==> src/rtl/nco_pkg.sv <==
// Shared encodings for the NCO scheduler: config selects, FSM states, dither LFSR constants.
package nco_pkg;

  typedef enum logic [1:0] {
    IDLE = 2'd0,
    ADDR = 2'd1,
    DATA = 2'd2,
    OUT  = 2'd3
  } state_e;

  localparam logic [1:0] CFG_FREQ = 2'd0;
  localparam logic [1:0] CFG_OFFS = 2'd1;
  localparam logic [1:0] CFG_CLR  = 2'd2;

  // Galois form of x^16+x^14+x^13+x^11+1, shifting right.
  localparam logic [15:0] LFSR_SEED = 16'hACE1;
  localparam logic [15:0] LFSR_TAPS = 16'hB400;

  function automatic int ch_width(input int n);
    return (n > 1) ? $clog2(n) : 1;
  endfunction

endpackage

==> src/rtl/nco_scheduler_if.sv <==
// Channel-tagged sample stream from the scheduler to the FIFO writer.
interface nco_scheduler_if #(
  parameter int DATA_WIDTH = 12,
  parameter int CH_W       = 1
);
  logic                  m_valid;
  logic [DATA_WIDTH-1:0] m_data;
  logic [CH_W-1:0]       m_ch;
  logic                  m_ready;

  modport master (output m_valid, output m_data, output m_ch, input m_ready);
  modport slave  (input m_valid, input m_data, input m_ch, output m_ready);
endinterface

==> src/rtl/nco_phase_bank.sv <==
// Per-channel tuning word, phase offset and accumulator with config decode.
// rd_phase forwards a same-cycle accumulate on the read channel so a single-channel build stays in step.
module nco_phase_bank
  import nco_pkg::*;
#(
  parameter int NUM_CH      = 2,
  parameter int PHASE_WIDTH = 32,
  parameter int CH_W        = 1
) (
  input  logic                   clk,
  input  logic                   rst,
  input  logic                   cfg_wr,
  input  logic [CH_W-1:0]        cfg_ch,
  input  logic [1:0]             cfg_sel,
  input  logic [PHASE_WIDTH-1:0] cfg_data,
  input  logic [CH_W-1:0]        rd_ch,
  input  logic                   acc_stb,
  input  logic [CH_W-1:0]        acc_ch,
  output logic [PHASE_WIDTH-1:0] rd_phase
);

  logic [PHASE_WIDTH-1:0] freq_q [NUM_CH];
  logic [PHASE_WIDTH-1:0] freq_d [NUM_CH];
  logic [PHASE_WIDTH-1:0] offs_q [NUM_CH];
  logic [PHASE_WIDTH-1:0] offs_d [NUM_CH];
  logic [PHASE_WIDTH-1:0] acc_q  [NUM_CH];
  logic [PHASE_WIDTH-1:0] acc_d  [NUM_CH];
  logic [PHASE_WIDTH-1:0] fwd;

  always_comb begin
    freq_d = freq_q;
    offs_d = offs_q;
    acc_d  = acc_q;
    if (acc_stb) acc_d[acc_ch] = acc_q[acc_ch] + freq_q[acc_ch];
    // Decoded after the accumulate so a clear on the same channel wins.
    if (cfg_wr && (int'(cfg_ch) < NUM_CH)) begin
      case (cfg_sel)
        CFG_FREQ: freq_d[cfg_ch] = cfg_data;
        CFG_OFFS: offs_d[cfg_ch] = cfg_data;
        CFG_CLR:  acc_d[cfg_ch]  = '0;
        default:  ;
      endcase
    end
  end

  always_ff @(posedge clk or posedge rst) begin
    if (rst) begin
      freq_q <= '{default: '0};
      offs_q <= '{default: '0};
      acc_q  <= '{default: '0};
    end else begin
      freq_q <= freq_d;
      offs_q <= offs_d;
      acc_q  <= acc_d;
    end
  end

  assign fwd      = (acc_stb && (rd_ch == acc_ch)) ? freq_q[acc_ch] : '0;
  assign rd_phase = acc_q[rd_ch] + fwd + offs_q[rd_ch];

endmodule

==> src/rtl/nco_scheduler.sv <==
// Round-robin scheduler sharing one 1-cycle-latency sine LUT across NUM_CH NCO channels.
// Optional phase dither before address truncation: define NCO_PHASE_DITHER_EN.
module nco_scheduler
  import nco_pkg::*;
#(
  parameter int  NUM_CH      = 2,
  parameter int  PHASE_WIDTH = 32,
  parameter int  ADDR_WIDTH  = 10,
  parameter int  DATA_WIDTH  = 12,
  localparam int CH_W        = ch_width(NUM_CH)
) (
  input  logic                   clk,
  input  logic                   rst,
  input  logic                   enable,
  input  logic                   cfg_wr,
  input  logic [CH_W-1:0]        cfg_ch,
  input  logic [1:0]             cfg_sel,
  input  logic [PHASE_WIDTH-1:0] cfg_data,
  output logic [ADDR_WIDTH-1:0]  rom_addr,
  input  logic [DATA_WIDTH-1:0]  rom_dout,
  output logic                   busy,
  nco_scheduler_if.master        m_if
);

  state_e                 state_q, state_d;
  logic [ADDR_WIDTH-1:0]  rom_addr_q, rom_addr_d;
  logic [DATA_WIDTH-1:0]  m_data_q, m_data_d;
  logic [CH_W-1:0]        m_ch_q, m_ch_d;
  logic                   m_valid_q, m_valid_d;
  logic [CH_W-1:0]        ch_ptr_q, ch_ptr_d;
  logic [CH_W-1:0]        ch_next;
  logic [CH_W-1:0]        rd_ch;
  logic                   acc_stb;
  logic [PHASE_WIDTH-1:0] rd_phase;
  logic [PHASE_WIDTH-1:0] phase_adj;
  logic [ADDR_WIDTH-1:0]  load_addr;

  nco_phase_bank #(
    .NUM_CH      (NUM_CH),
    .PHASE_WIDTH (PHASE_WIDTH),
    .CH_W        (CH_W)
  ) u_bank (
    .clk      (clk),
    .rst      (rst),
    .cfg_wr   (cfg_wr),
    .cfg_ch   (cfg_ch),
    .cfg_sel  (cfg_sel),
    .cfg_data (cfg_data),
    .rd_ch    (rd_ch),
    .acc_stb  (acc_stb),
    .acc_ch   (ch_ptr_q),
    .rd_phase (rd_phase)
  );

`ifdef NCO_PHASE_DITHER_EN
  localparam int DITH_W = ((PHASE_WIDTH - ADDR_WIDTH) > 16) ? 16 : (PHASE_WIDTH - ADDR_WIDTH);
  logic [15:0] lfsr_q, lfsr_d;

  always_comb begin
    lfsr_d = lfsr_q;
    if (acc_stb) lfsr_d = {1'b0, lfsr_q[15:1]} ^ (lfsr_q[0] ? LFSR_TAPS : 16'h0000);
  end

  always_ff @(posedge clk or posedge rst) begin
    if (rst) lfsr_q <= LFSR_SEED;
    else     lfsr_q <= lfsr_d;
  end

  assign phase_adj = rd_phase + PHASE_WIDTH'(lfsr_q[DITH_W-1:0]);
`else
  assign phase_adj = rd_phase;
`endif

  assign load_addr = phase_adj[PHASE_WIDTH-1 -: ADDR_WIDTH];
  assign ch_next   = (ch_ptr_q == CH_W'(NUM_CH - 1)) ? '0 : ch_ptr_q + 1'b1;

  always_comb begin
    state_d    = state_q;
    rom_addr_d = rom_addr_q;
    m_data_d   = m_data_q;
    m_ch_d     = m_ch_q;
    m_valid_d  = m_valid_q;
    ch_ptr_d   = ch_ptr_q;
    rd_ch      = ch_ptr_q;
    acc_stb    = 1'b0;
    case (state_q)
      IDLE: begin
        if (enable) begin
          rom_addr_d = load_addr;
          state_d    = ADDR;
        end
      end
      ADDR: state_d = DATA;
      DATA: begin
        m_data_d  = rom_dout;
        m_ch_d    = ch_ptr_q;
        m_valid_d = 1'b1;
        state_d   = OUT;
      end
      OUT: begin
        if (m_if.m_ready) begin
          m_valid_d = 1'b0;
          acc_stb   = 1'b1;
          ch_ptr_d  = ch_next;
          rd_ch     = ch_next;
          if (enable) begin
            rom_addr_d = load_addr;
            state_d    = ADDR;
          end else begin
            state_d = IDLE;
          end
        end
      end
      default: state_d = IDLE;
    endcase
  end

  always_ff @(posedge clk or posedge rst) begin
    if (rst) begin
      state_q    <= IDLE;
      rom_addr_q <= '0;
      m_data_q   <= '0;
      m_ch_q     <= '0;
      m_valid_q  <= 1'b0;
      ch_ptr_q   <= '0;
    end else begin
      state_q    <= state_d;
      rom_addr_q <= rom_addr_d;
      m_data_q   <= m_data_d;
      m_ch_q     <= m_ch_d;
      m_valid_q  <= m_valid_d;
      ch_ptr_q   <= ch_ptr_d;
    end
  end

  assign rom_addr     = rom_addr_q;
  assign busy         = (state_q != IDLE);
  assign m_if.m_valid = m_valid_q;
  assign m_if.m_data  = m_data_q;
  assign m_if.m_ch    = m_ch_q;

endmodule
==> src/flat_wrapper.sv <==
// flat-port wrapper written by rule: the top's interface ports become plain ports
module nco_scheduler_flat import nco_pkg::*;
#(
  parameter int  NUM_CH      = 2,
  parameter int  PHASE_WIDTH = 32,
  parameter int  ADDR_WIDTH  = 10,
  parameter int  DATA_WIDTH  = 12,
  localparam int CH_W        = ch_width(NUM_CH)
)
  (clk, rst, enable, cfg_wr, cfg_ch, cfg_sel, cfg_data, rom_addr, rom_dout, busy, m_if_m_valid, m_if_m_data, m_if_m_ch, m_if_m_ready);
  nco_scheduler_if #(.DATA_WIDTH(DATA_WIDTH)) m_if_i ();
  input  logic clk;
  input  logic rst;
  input  logic enable;
  input  logic cfg_wr;
  input  logic [CH_W-1:0] cfg_ch;
  input  logic [1:0] cfg_sel;
  input  logic [PHASE_WIDTH-1:0] cfg_data;
  output logic [ADDR_WIDTH-1:0] rom_addr;
  input  logic [DATA_WIDTH-1:0] rom_dout;
  output logic busy;
  output wire logic [$bits(m_if_i.m_valid)-1:0] m_if_m_valid;
  output wire logic [$bits(m_if_i.m_data)-1:0] m_if_m_data;
  output wire logic [$bits(m_if_i.m_ch)-1:0] m_if_m_ch;
  input wire logic [$bits(m_if_i.m_ready)-1:0] m_if_m_ready;
  assign m_if_m_valid = m_if_i.m_valid;
  assign m_if_m_data = m_if_i.m_data;
  assign m_if_m_ch = m_if_i.m_ch;
  assign m_if_i.m_ready = m_if_m_ready;
  nco_scheduler #(.NUM_CH(NUM_CH), .PHASE_WIDTH(PHASE_WIDTH), .ADDR_WIDTH(ADDR_WIDTH), .DATA_WIDTH(DATA_WIDTH)) u_core (.clk(clk), .rst(rst), .enable(enable), .cfg_wr(cfg_wr), .cfg_ch(cfg_ch), .cfg_sel(cfg_sel), .cfg_data(cfg_data), .rom_addr(rom_addr), .rom_dout(rom_dout), .busy(busy), .m_if(m_if_i));
endmodule
==> config.mk <==
export PLATFORM = sky130hd
export DESIGN_NAME = nco_scheduler_flat
export DESIGN_NICKNAME = d
export VERILOG_FILES = /design/src/rtl/nco_pkg.sv /design/src/rtl/nco_scheduler_if.sv /design/src/rtl/nco_phase_bank.sv /design/src/rtl/nco_scheduler.sv /design/src/flat_wrapper.sv
export SDC_FILE = /design/constraint.sdc
export NUM_CORES = 1
export LEC_CHECK = 0
export BUFFER_PORTS_ARGS = -buffer_cell sky130_fd_sc_hd__buf_2
export CORE_UTILIZATION = 45
export DETAILED_ROUTE_END_ITERATION = 10
export PLACE_DENSITY = 0.6
export REMOVE_ABC_BUFFERS = 1
export SYNTH_ARGS = -nofsm -noshare
export SYNTH_HDL_FRONTEND = slang
export SYNTH_SLANG_ARGS = --single-unit
==> constraint.sdc <==
create_clock -name clk -period 11.3 [get_ports clk]
set_clock_uncertainty 0.15 [all_clocks]
set_input_delay 1.695 -clock clk [delete_from_list [all_inputs] [get_ports clk]]
set_output_delay 1.695 -clock clk [all_outputs]
set_load 0.01 [all_outputs]
==> results of run 1 <==
## stage by stage
| stage | util (%) | area [µm²] | power (mW) | setup WS, ps | hold slack (ps) |
|---|---|---|---|---|---|
| 6_report | 52.1 | 14600 | 4.42 | 4420 | 322 |
| 5_1_grt | 52.1 | 14600 | 4.83 | 4040 | 358 |
| 4_1_cts | 52.1 | 14600 | 4.47 | 4350 | 328 |
| 3_5_place_dp | 49.3 | 13800 | 3.66 | 3820 | 315 |
| 3_3_place_gp | 49.3 | 13800 | 3.62 | 3940 | 307 |
| 2_1_floorplan | - | 12800 | 3.08 | 1890 | 323 |
## critical path: stages
cell and delay, ps:
buf_2 140, and3b_1 160, buf_4 270, nor2_4 310
buf_4 510, buf_4 560, mux2i_1 200, fa_1 560
inv_1 40, ha_1 290, a21o_1 170, a221oi_1 330
o21ai_0 280, nor3_1 200, nand3_1 160, a221oi_2 510
o21ai_1 190, a2111o_1 440, o311ai_0 100
## placed cells by master (no fill, tap or decap), types with 31 or more instances in the layout
cell type  count
dfrtp_1      218
mux2_2       215
nand2_1      130
a21oi_1       86
buf_2         76
inv_1         69
ha_1          65
mux2i_1       50
nor2_1        37
o21ai_0       32
fa_1          31
conb_1        31
## where the power goes
part	total [mW]	switching [mW]	internal, mW
Clock	0.777	0.315	0.462
Combinational	2.46	1.38	1.08
Sequential	1.18	0.151	1.03
## per-layer routing
metal  GRT usage, %  vias to the layer above
li1               -                     4313
met1           28.5                     4322
met2           34.4                      131
met3           2.62                       33
met4           3.61                        0
met5              0                        -
## cell families after synthesis
family	after synthesis
AOI/OAI and AO/OA	200
and+or+nand+nor	241
buffers and inverters	124
DFF	219
muxes	265
other	2
adders and majority gates	96
xor gates and xnor gates	34
## registers in the layout, summed over array words and instances, names as in the netlist
register and cells:
u_core.state_q 2, u_core.u_bank.freq_q 64, u_core.u_bank.offs_q 64, u_core.m_if.m_valid 1, u_core.ch_ptr_q 1, u_core.m_if.m_ch 1, u_core.u_bank.acc_q 64, u_core.m_if.m_data 12
u_core.rom_addr 10
## area by class of cell
class	count	area, µm²
Fill cell	2539	13400
Multi-Input combinational cell	867	7110
Sequential cell	219	5480
Clock buffer	38	724
Timing Repair Buffer	90	485
Tap cell	378	473
Inverter	70	270
Clock inverter	6	58.8
## path summary, 6_finish.rpt
check	start	end	slack (ps)	cells past startpoint
min	u_core.rom_addr[0]$_DFFE_PP0P_	u_core.rom_addr[0]$_DFFE_PP0P_	320	2
min reg2reg	u_core.rom_addr[0]$_DFFE_PP0P_	u_core.rom_addr[0]$_DFFE_PP0P_	320	2
max in group asynchronous	rst	u_core.u_bank.acc_q[48]$_DFF_PP0_	8510	3
max reg2reg	u_core.state_q[1]$_DFFE_PP0P_	u_core.rom_addr[7]$_DFFE_PP0P_	4970	19
max	m_if_m_ready	u_core.rom_addr[7]$_DFFE_PP0P_	4420	19
min in group asynchronous	rst	u_core.u_bank.freq_q[1]$_DFFE_PP0P_	1130	2
==> flow_metrics.py, run 1 <==
metrics = {
    "pwr": {
        "leakage_nw": 6.93,
        "ir_worst_vdd_v": 0.000152,
        "powerDensity_nw_per_um2": 302,
    },
    "yosys": {
        "synth_edf_count": 0,
        "ys.flop_type": "dfrtp_1",
        "synth_mux_area_share_pct": 22.6,
        "ys_ff_latch": 219,
        "synth-async-reset-ratio_pct": 100,
        "avgSynthCellArea_um2": 10.9,
        "synth_most_common_cell": "dfrtp_1",
        "yosys.area_share.simple_pct": 8.33,
        "postSynthCellCount": 1181,
        "ys_warn_count": 0,
        "synth_area_um2": 12900,
        "netlist_top_cells_area": "dfrtp_1 42%, mux2_2 19%, ha_1 6.3%",
        "ys_seq_area_share_pct": 42.4,
        "synth.distinct_cells": 51,
        "synth_common_cells": "219 x dfrtp_1, 215 x mux2_2, 130 x nand2_1",
        "synth_xor_area_share_pct": 2.30,
        "yosys.area_share.adder_pct": 11.1,
        "synth-compound-area-share_pct": 9.59,
        "synth_top_area_share_pct": 42.4,
        "yosysTopAreaCell": "dfrtp_1",
        "synth_top_family_by_area": "multiplexers",
    },
    "timing": {
        "fmax_mhz": 145,
        "drv_slew": 0,
        "final.setup.tns_ps": 0,
        "setup_viol": 0,
        "post-route-min-period_ps": 6880,
        "relSlewSlack_pct": 36.9,
        "worstMarginPinSlew_ps": 947,
        "hold_violations": 0,
        "period_share_pct": 60.9,
        "rsz0062_at_grt": "false",
    },
    "clock_tree": {
        "cts_made_buffers": 25,
        "cts_tree": "done",
        "clk_latency_ps": 530,
        "cts-root-buf": "clkbuf_16",
        "cts.path.max_buffers": 3,
        "cts.hold.buffers_added": 0,
        "ctsResizeCount": 0,
        "cts_htree_levels": 1,
        "cts.clk_slew.worst_paths_ps": 60,
        "cts_setup_buffers": 0,
        "clock_sinks": 219,
    },
    "detailed_routing": {
        "wl_met1_um": 13800,
        "wire_per_inst_um": 17.2,
        "firstDrtPassIters": 8,
        "drt_drc_violations_left": 0,
        "wl_um": 28600,
        "dr_wl_met3_um": 1000,
        "met2WireLength_um": 13500,
        "vias": 8799,
        "final_antenna_net_count": 0,
        "maxUsedRoutingLayer": "met4",
        "viasPerCell": 5.28,
        "drt_iter0_markers": 466,
    },
    "placed_design": {
        "portBuffers": 76,
        "routabilityCongestion": 0.796,
        "place_hpwl_um": 19500,
        "place_inst": 1624,
    },
    "grt": {
        "grt_max_degree": 97,
        "antenna_found_initial": 0,
        "overflow": 0,
        "grt_usage_pct": 20.5,
        "grt_pass1_vias": 8912,
        "grt_pass1_wl_um": 47300,
    },
    "flow_run": {
        "cap_viol_max_count": 0,
    },
    "cells_and_area": {
        "syn2layout_area_growth_pct": 13.0,
        "final_cells": 1668,
        "n_antenna_cell": 0,
        "drive_gt1_share_pct": 27.4,
        "fin_nets": 1421,
    },
    "setup_path": {
        "path_class": "in2reg",
        "cp.arrival_ps": 7130,
        "cp_max_fo": 34,
        "endpoint_kind": "register",
        "worstPathRequired_ps": 11550,
        "start_kind": "primary input",
    },
    "floorplan": {
        "die_h_um": 171,
        "ioPinCount": 77,
        "dieArea_um2": 29400,
        "initial_utilization_pct": 46.1,
        "rows": 61,
        "coreArea_um2": 28000,
        "die-width_um": 171,
    },
    "status": {
        "status": "complete, no violations",
    },
    "hold_path": {
        "hold_path_class": "reg2reg",
    },
}
Note: power is estimated with default switching activity, not from simulation.
==> inputs of run 2 (changes only) <==
ABC_AREA = 1   (was unset)
PLACE_DENSITY = 0.62   (was 0.6)
clock period = 6 ns   (was 11.3 ns; I/O delays follow)
==> run 2 against run 1 <==
Effect of this change:
- synthesized cell count rose by 55%
- die area up 7.9%
- worst setup slack worse by 3000 ps
- final cell count grew 40%
- synthesized area up 8.0%
- global-route usage is 4.2 points higher
- critical path depth fell by 1
- cell area grew 8.1%
- non-clock buffer count increased by 3
- sequential share of layout area decreased by 2.8 points
- sequential cell count unchanged
- register-to-register slack worse by 3500 ps
==> flow_metrics.py, run 2 <==
metrics = {
    "cells_and_area": {
        "layout_commonest_cell": "nand2_1",
        "reg_top3": "u_core.u_bank.acc_q: 64 flops, u_core.u_bank.freq_q: 64 flops, u_core.u_bank.offs_q: 64 flops",
        "drive_gt1_share_pct": 9.58,
        "n_antenna_cell": 0,
        "syn2layout_area_growth_pct": 13.1,
        "layout_common_cells": "517 x nand2_1, 255 x inv_1, 236 x o21ai_0",
        "fin_nets": 2060,
    },
    "setup_path": {
        "start_kind": "register",
        "cpMostUsedCell": "nand2_1",
        "cp_max_fo": 69,
        "worstPathRequired_ps": 6270,
        "cp_slowest_cell": "nand2_4",
        "endpoint_kind": "register",
        "path_class": "reg2reg",
        "cp.arrival_ps": 4820,
        "cpPeakStageDelay_ps": 690,
        "crit_chain": "ha_1 -> inv_1 -> nand2_1 -> nand2_4 -> mux2i_1 -> fa_1 -> inv_1 -> ha_1 -> a21oi_1 -> o21ai_0 -> nand2_1 -> nand2_1 -> a31oi_1 -> o21ai_0 -> a21boi_0 -> nand3_1 -> nand3_1 -> nand2_1",
    },
    "timing": {
        "fmax_mhz": 220,
        "drv_slew": 0,
        "setup_ws_ps": 1450,
        "worstMarginPinSlew_ps": 1220,
        "relSlewSlack_pct": 18.4,
        "rsz0062_at_grt": "false",
        "hold_violations": 0,
        "period_share_pct": 75.8,
        "post-route-min-period_ps": 4550,
        "setup_viol": 0,
    },
    "floorplan": {
        "dieArea_um2": 31700,
        "ioPinCount": 77,
        "die_h_um": 178,
        "die-width_um": 178,
        "rows": 64,
        "initial_utilization_pct": 45.7,
        "coreArea_um2": 30500,
    },
    "hold_path": {
        "hold_path_class": "reg2reg",
    },
    "placed_design": {
        "dp_slack_ps": 1150,
        "portBuffers": 76,
        "routabilityCongestion": 0.964,
        "place_hpwl_um": 27100,
    },
    "yosys": {
        "yosysTopAreaCell": "dfrtp_1",
        "synth.distinct_cells": 50,
        "yosys.area_share.simple_pct": 20.7,
        "netlist_top_cells_area": "dfrtp_1 39%, nand2_1 14%, o21ai_0 8.5%",
        "ys.flop_type": "dfrtp_1",
        "postSynthCellCount": 1831,
        "synth_xor_area_share_pct": 1.44,
        "synth-async-reset-ratio_pct": 100,
        "synth_common_cells": "519 x nand2_1, 256 x inv_1, 236 x o21ai_0",
        "synth_most_common_cell": "nand2_1",
        "synth_top_family_by_area": "simple AND/OR/NAND/NOR gates",
        "ys_seq_area_share_pct": 39.3,
        "ys_ff_latch": 219,
        "synth_area_um2": 14000,
        "synth-compound-area-share_pct": 16.3,
        "synth_edf_count": 0,
        "yosys.area_share.adder_pct": 10.3,
        "avgSynthCellArea_um2": 7.62,
        "synth_top_area_share_pct": 39.3,
        "ys_warn_count": 0,
        "synth_mux_area_share_pct": 2.76,
    },
    "detailed_routing": {
        "final_antenna_net_count": 0,
        "wl_um": 37800,
        "vias": 12107,
        "firstDrtPassIters": 6,
        "drt_drc_violations_left": 0,
        "viasPerCell": 5.20,
        "drt_iter0_markers": 1058,
        "wire_per_inst_um": 16.2,
    },
    "clock_tree": {
        "cts.clk_slew.worst_paths_ps": 60,
        "cts.path.max_buffers": 3,
        "cts.hold.buffers_added": 0,
        "cts_tree": "done",
        "ctsResizeCount": 0,
        "cts_setup_buffers": 0,
        "clk_latency_ps": 540,
        "cts_made_buffers": 26,
        "clock_sinks": 219,
        "cts-root-buf": "clkbuf_16",
        "cts_htree_levels": 1,
    },
    "grt": {
        "grt_usage_pct": 24.7,
        "grt_pass1_wl_um": 61300,
        "grt_pass1_vias": 11567,
        "overflow": 0,
        "antenna_found_initial": 0,
        "grt_max_degree": 113,
    },
    "flow_run": {
        "cap_viol_max_count": 0,
    },
    "status": {
        "status": "complete, no violations",
    },
}
-- run 2: cell types whose count changed after synthesis, sizes merged, moves of 13 or more --
cell,previous run,this run
nor2,39,74
and3,14,1
mux2i,50,25
mux2,215,12
o21ai,34,254
o211ai,8,30
nand2,130,526
nand3,14,77
inv,70,262
a21oi,86,65
-- run 2: cell type report --
class / count / area (µm²)
Sequential cell: 219 / 5480
Clock inverter: 12 / 198
Timing Repair Buffer: 93 / 520
Fill cell: 2992 / 14700
Multi-Input combinational cell: 1309 / 7330
Tap cell: 396 / 495
Inverter: 263 / 997
Clock buffer: 36 / 759
-- run 2: kinds of logic (layout without fill, tap and decap cells) --
group	after synthesis	after routing
AO/OA/AOI/OAI	405	405
XOR/XNOR	23	23
flip-flops	219	219
AND/OR/NAND/NOR	717	717
multiplexers	37	37
buffers and inverters	332	404
adder cells (fa/ha/maj)	96	96
other	2	31
-- run 2: worst paths after layout --
path / slack [ps] / cells past startpoint / end / start
worst min register to register: 330 / 2 / u_core.rom_addr[7]$_DFFE_PP0P_ / u_core.rom_addr[7]$_DFFE_PP0P_
worst max-delay path: 1450 / 18 / u_core.rom_addr[6]$_DFFE_PP0P_ / u_core.state_q[0]$_DFFE_PP0P_
max in group asynchronous: 4240 / 3 / u_core.rom_addr[0]$_DFFE_PP0P_ / rst
worst min-delay path: 330 / 2 / u_core.rom_addr[7]$_DFFE_PP0P_ / u_core.rom_addr[7]$_DFFE_PP0P_
worst max register to register: 1450 / 18 / u_core.rom_addr[6]$_DFFE_PP0P_ / u_core.state_q[0]$_DFFE_PP0P_
min in group asynchronous: 340 / 2 / u_core.u_bank.freq_q[42]$_DFFE_PP0P_ / rst
-- run 2: through the flow --
step           std cells  util (%)  hold WS [ps]  area, µm²  setup TNS [ps]
3_3_place_gp        2280      48.6           311      14800               0
6_report            2328      51.7           327      15800               0
5_1_grt             2328      51.7           349      15800               0
2_1_floorplan       1791         -           302      13800         -228350
4_1_cts             2328      51.7           330      15800               0
3_5_place_dp        2280      48.6           314      14800               0
-- run 2: worst max-delay path, delay by kind of cell (launching register included) --
kind	cells	cell delay [ps]
muxes	1	300
DFF	1	400
AOI/OAI and AO/OA	5	1010
buffers and inverters	2	150
adders and majority gates	3	1190
and+or+nand+nor	7	1190
-- run 2: layer usage --
metal  up-vias  GRT usage, %  share of wire (%)
li1       6054             -                  -
met1      5697          36.1                 49
met2       310          39.4                 45
met3        46          2.49                5.1
met4         0          5.13                1.7
met5         -             0                  0
Power of run 2 is left out: the tool's default activity adds up to more than one toggle a clock period on the data nets, which glitch-free logic cannot reach.
